<file path="config.mk">
export PLATFORM = sky130hd
export DESIGN_NAME = wb_port_arbiter
export DESIGN_NICKNAME = d
export VERILOG_FILES = /design/src/rtl/wb_port_arbiter.sv
export SDC_FILE = /design/constraint.sdc
export NUM_CORES = 1
export LEC_CHECK = 0
export CORE_ASPECT_RATIO = 1.4
export CORE_MARGIN = 2
export CORE_UTILIZATION = 40
export CTS_CLUSTER_SIZE = 24
export DETAILED_ROUTE_END_ITERATION = 10
export GPL_TIMING_DRIVEN = 0
export PLACE_DENSITY = 0.71
export SYNTH_ARGS = -nofsm -noshare
export SYNTH_HDL_FRONTEND = slang
export SYNTH_SLANG_ARGS = --single-unit
</file>
<file path="constraint.sdc">
create_clock -name clk -period 1.5 [get_ports clk]
set_clock_uncertainty 0.05 [all_clocks]
set_input_delay 0.3 -clock clk [delete_from_list [all_inputs] [get_ports clk]]
set_output_delay 0.3 -clock clk [all_outputs]
set_load 0.02 [all_outputs]
</file>
<file path="src/rtl/wb_port_arbiter.sv">
// Register-file write-port arbiter: pipeline writeback vs. multi-cycle results
// held in a 2-entry FIFO, with WAW squash and a starvation-driven front-end hold.
module wb_port_arbiter #(
  parameter int unsigned STARVE_LIMIT = 4
) (
  input  logic        clk,
  input  logic        rst,
  input  logic        WB_Wreg_en,
  input  logic [4:0]  WB_Wreg,
  input  logic [63:0] WB_data,
  input  logic [2:0]  WB_ppp,
  input  logic        MC_valid,
  output logic        MC_ready,
  input  logic [4:0]  MC_Wreg,
  input  logic [63:0] MC_data,
  input  logic [2:0]  MC_ppp,
  output logic        RF_we,
  output logic [4:0]  RF_waddr,
  output logic [63:0] RF_wdata,
  output logic [2:0]  RF_ppp,
  output logic        hold,
  output logic [1:0]  pend_cnt
);

  localparam logic [3:0] LIMIT = 4'(STARVE_LIMIT);

  typedef struct packed {
    logic        valid;
    logic        squash;
    logic [4:0]  wreg;
    logic [63:0] data;
    logic [2:0]  ppp;
  } entry_t;

  // Slot 0 is always the head; valid bits stay contiguous from slot 0.
  entry_t     fifo_q [2];
  entry_t     fifo_d [2];
  entry_t     upd    [2];
  entry_t     new_e;
  logic [3:0] starve_q;
  logic [3:0] starve_d;
  logic       waw;
  logic       push;
  logic       pop;
  logic       head_write;

  assign pend_cnt = {fifo_q[1].valid, fifo_q[0].valid & ~fifo_q[1].valid};
  assign MC_ready = (pend_cnt < 2'd2);

  always_comb begin
    waw        = WB_Wreg_en && (WB_ppp == 3'b000);
    push       = MC_valid && MC_ready;
    head_write = fifo_q[0].valid && !fifo_q[0].squash && !WB_Wreg_en;
    pop        = fifo_q[0].valid && (fifo_q[0].squash || !WB_Wreg_en);

    for (int unsigned i = 0; i < 2; i++) begin
      upd[i] = fifo_q[i];
      if (waw && fifo_q[i].valid && (fifo_q[i].wreg == WB_Wreg))
        upd[i].squash = 1'b1;
    end

    // A same-cycle push counts as older than the pipeline write, so it is squashed too.
    new_e.valid  = 1'b1;
    new_e.squash = waw && (MC_Wreg == WB_Wreg);
    new_e.wreg   = MC_Wreg;
    new_e.data   = MC_data;
    new_e.ppp    = MC_ppp;

    if (pop) begin
      fifo_d[0] = upd[1];
      fifo_d[1] = '0;
    end else begin
      fifo_d[0] = upd[0];
      fifo_d[1] = upd[1];
    end

    if (push) begin
      if (!fifo_d[0].valid) fifo_d[0] = new_e;
      else                  fifo_d[1] = new_e;
    end

    starve_d = starve_q;
    if (pop || !fifo_q[0].valid)
      starve_d = '0;
    else if (!fifo_q[0].squash && WB_Wreg_en && (starve_q != 4'hF))
      starve_d = starve_q + 4'd1;
  end

  always_ff @(posedge clk or negedge rst) begin
    if (!rst) begin
      for (int unsigned i = 0; i < 2; i++) fifo_q[i] <= '0;
      starve_q <= '0;
      hold     <= 1'b0;
      RF_we    <= 1'b0;
      RF_waddr <= '0;
      RF_wdata <= '0;
      RF_ppp   <= '0;
    end else begin
      for (int unsigned i = 0; i < 2; i++) fifo_q[i] <= fifo_d[i];
      starve_q <= starve_d;
      // Registered off the current count: rises one cycle after the limit, falls one after the pop.
      hold     <= (starve_q >= LIMIT);
      if (WB_Wreg_en) begin
        RF_we    <= 1'b1;
        RF_waddr <= WB_Wreg;
        RF_wdata <= WB_data;
        RF_ppp   <= WB_ppp;
      end else if (head_write) begin
        RF_we    <= 1'b1;
        RF_waddr <= fifo_q[0].wreg;
        RF_wdata <= fifo_q[0].data;
        RF_ppp   <= fifo_q[0].ppp;
      end else begin
        RF_we    <= 1'b0;
      end
    end
  end

endmodule

</file>
==> results.sh <==
export IMPL_io_pins=225
export IMPL_wl_per_cell_um=18.5
export IMPL_yosys_register_bits=226
export IMPL_cts_tree="built"
export IMPL_rsz0062_at_grt="yes"
export IMPL_power_w=0.0263
export IMPL_drive_above_1_share_pct=21.4
export IMPL_p_leak_nw=6.71
export IMPL_multi_input_area_mm2=0.00429
export IMPL_violations="negative hold slack, negative setup slack"
export IMPL_p_per_area_mw_per_mm2=1840
export IMPL_cts_buffers=24
export IMPL_status="finished, violations left"
export IMPL_wl_mm=29.9
export IMPL_grtUsageMet2_pct=40.4
export IMPL_portBuffers=223
export IMPL_reg2regPathDepth=7
export IMPL_drc=0
export IMPL_die_w_um=138
export IMPL_synth_top_area_share_pct=56.6
export IMPL_cp_slowest_cell="dfrtp_1"
export IMPL_worst_pin_slew_ps=849
export IMPL_max_cap_violations=0
export IMPL_grt_util_met3_pct=4.22
export IMPL_place_gp_congestion=0.789
export IMPL_finalSetupViolCount=149
export IMPL_min_period_ps=1650
export IMPL_path_class="register to register"
export IMPL_area_delta_synth_final_pct=42.5
export IMPL_final_common_cell="nand2_1"
export IMPL_grt_ovfl_total=0
export IMPL_path_clk_slew_ps=60
export IMPL_grt_total_usage_pct=22.4
export IMPL_cts_root_buf="clkbuf_16"
export IMPL_p_int_w=0.0168
export IMPL_syn_inst=1006
export IMPL_top_usage_layer="met2"
export IMPL_relSlewSlack_pct=43.4
export IMPL_vias=8262
export IMPL_post_route_period_util_pct=110
export IMPL_synth_nets=1155
export IMPL_seqPwrFrac_pct=36.1
export IMPL_hold_viol_final=107
export IMPL_cp_max_fo=10
export IMPL_power_switching_w=0.00950
export IMPL_synth_area_mm2=0.0100
export IMPL_h_tree_depth=1
export IMPL_drtIter0Drc=384
export IMPL_globalRouteMet1Util_pct=27.6
export IMPL_fin_nets=1434
export IMPL_grt_max_degree=120
export IMPL_regArea_mm2=0.00566
export IMPL_critical_path_max_stage_delay_ps=400
export IMPL_swShare_pct=36.1
export IMPL_mostFrequentLayoutCells="nand2_1 (261), dfrtp_1 (224), clkdlybuf4s50_1 (145)"
export IMPL_synth_cell_types=32
export IMPL_synth_top_area_cell="dfrtp_1"
export IMPL_synth_area_leaders="dfrtp_1 (57%), mux2i_1 (15%), nand2_1 (11%)"
export IMPL_finalMaxSlewViolations=0
export IMPL_worst_setup_path_end_kind="register"
export IMPL_p_clk_share_pct=22.4
export IMPL_hpwl_mm=19.9
export IMPL_fin_cells=1615
export IMPL_yosysWarnings=0
export IMPL_async_flop_share_pct=100
export IMPL_clkSinkCount=226
export IMPL_ys_seq_area_share_pct=56.6
export IMPL_path_common_cell="buf_12"
export IMPL_vias_per_cell=5.12
export IMPL_ys_flop_type="dfrtp_1"
export IMPL_drtAntennaViolNets=0
export IMPL_worstPathCellList="nand3b_1, nor2b_4, buf_12, buf_12, buf_8, nand2_1, o21ai_0"
export IMPL_synth_edf_count=0
export IMPL_num_fill_cells=2204
export IMPL_fmax_ghz=0.606
export IMPL_row_count=68
export IMPL_critPathLaunchType="register"
export IMPL_grt_pass1_wl_mm=46.3
export IMPL_clockBufferDepth=3
export IMPL_start_util_pct=40.7
export IMPL_vdd_ir_drop_max_mv=1.49
export IMPL_dp_cells=1545
export IMPL_holdCritPathClass="input port to async pin"
export IMPL_holdWs_ps=-217
export IMPL_dieArea_mm2=0.0263
export IMPL_fin_ws_ps=-150
export IMPL_cp_required_ps=1820
export IMPL_firstDrtPassIters=7
export IMPL_postSynthAreaPerCell_um2=9.94
export IMPL_core_mm2=0.0246
export IMPL_antenna_found_initial=2
export IMPL_insertion_delay_ps=510
export IMPL_die_y_um=191
export IMPL_grt_pass1_vias=8574
export IMPL_arrival_ps=1970
export IMPL_power_frac_comb_pct=41.5
state kept, by name, indices dropped and copies added, names as in the netlist:
name and count:
RF_waddr 5, starve_q 4, RF_wdata 64, hold 1, fifo_q 147, RF_we 1
RF_ppp 3, pend_cnt 1
per-stage QoR:
step | util (%) | hold WS (ps) | TNS, ps | cell area [um^2] | worst slack (ps)
finish | 58.0 | -217 | -12240 | 14300 | -150
global placement | 51.7 | 463 | -2266140 | 12700 | -9570
floorplan | - | -45.6 | -1740 | 10100 | -29.3
global route | 58.0 | -161 | -22220 | 14300 | -205
detailed placement | 51.8 | 362 | -112140 | 12700 | -672
CTS | 56.2 | -173 | -13440 | 13800 | -153
repair_timing:
item,CTS,global route
resized for setup,508,168
setup endpoints to repair,293,219
setup buffers,14,8
gates cloned,5,4
hold endpoints to repair,107,107
pin swaps,26,21
power groups by stage:
stage	registers, W	clock network (W)	logic [W]
final	0.00949	0.00589	0.0109
after global routing	0.00973	0.00627	0.0118
after CTS	0.00948	0.00600	0.00999
after detailed placement	0.00959	0	0.00938
after global placement	0.00955	0	0.00921
after floorplan	0.00998	0	0.00519
cell usage after synthesis, types with 3 or more instances:
cell type / instances
nand3_1: 5
buf_4: 5
mux2i_1: 145
o21ai_0: 216
nor2_1: 8
xnor2_1: 3
nand2_1: 290
buf_2: 26
clkbuf_1: 42
xor2_1: 13
dfrtp_1: 226
cell type report:
type                       count  area share [%]
sequential                   226            39.7
tap                          315            2.77
buffer                        73            5.96
inverter                       2          0.0527
clock inverter                 4           0.167
multi-input combinational    704            30.1
timing repair buffer         254            16.0
clock buffer                  36            5.31
antenna                        1          0.0176
layer usage:
layer	vias up	wire [um]
li1	3953	-
met1	4037	11900
met2	221	15600
met3	49	1680
met4	2	622
met5	-	13
worst max-delay path: cells and delay by family, from the launching register on:
family,cells,cell delay (ps)
buffers and inverters,3,440
AO/OA/AOI/OAI,1,80
AND/OR/NAND/NOR,3,540
flip-flops,1,400
final timing paths:
| kind | endpoint | slack (ps) | from |
|---|---|---|---|
| worst max-delay path | fifo_q[94] | -150 | fifo_q[146] |
| worst min-delay path | RF_wdata[27] | -220 | rst |
| worst max register to register | fifo_q[94] | -150 | fifo_q[146] |
| worst min register to register | fifo_q[8] | 470 | fifo_q[8] |
| max in group asynchronous | RF_waddr[4] | 530 | rst |
| min in group clk | RF_we | 130 | WB_Wreg_en |
logic make-up (layout without fill, tap and decap cells):
group                    after synthesis  in the layout  synth area share, %
other                                  0              1                    0
adder cells (fa/ha/maj)                1              1                0.125
buffers and inverters                 76            369                 3.37
AND/OR/NAND/NOR                      317            317                 12.5
XOR/XNOR                              16             16                 1.40
AO/OA/AOI/OAI                        225            225                 11.5
flip-flops                           226            226                 56.6
multiplexers                         145            145                 14.5
Note: power is estimated with default switching activity, not from simulation.
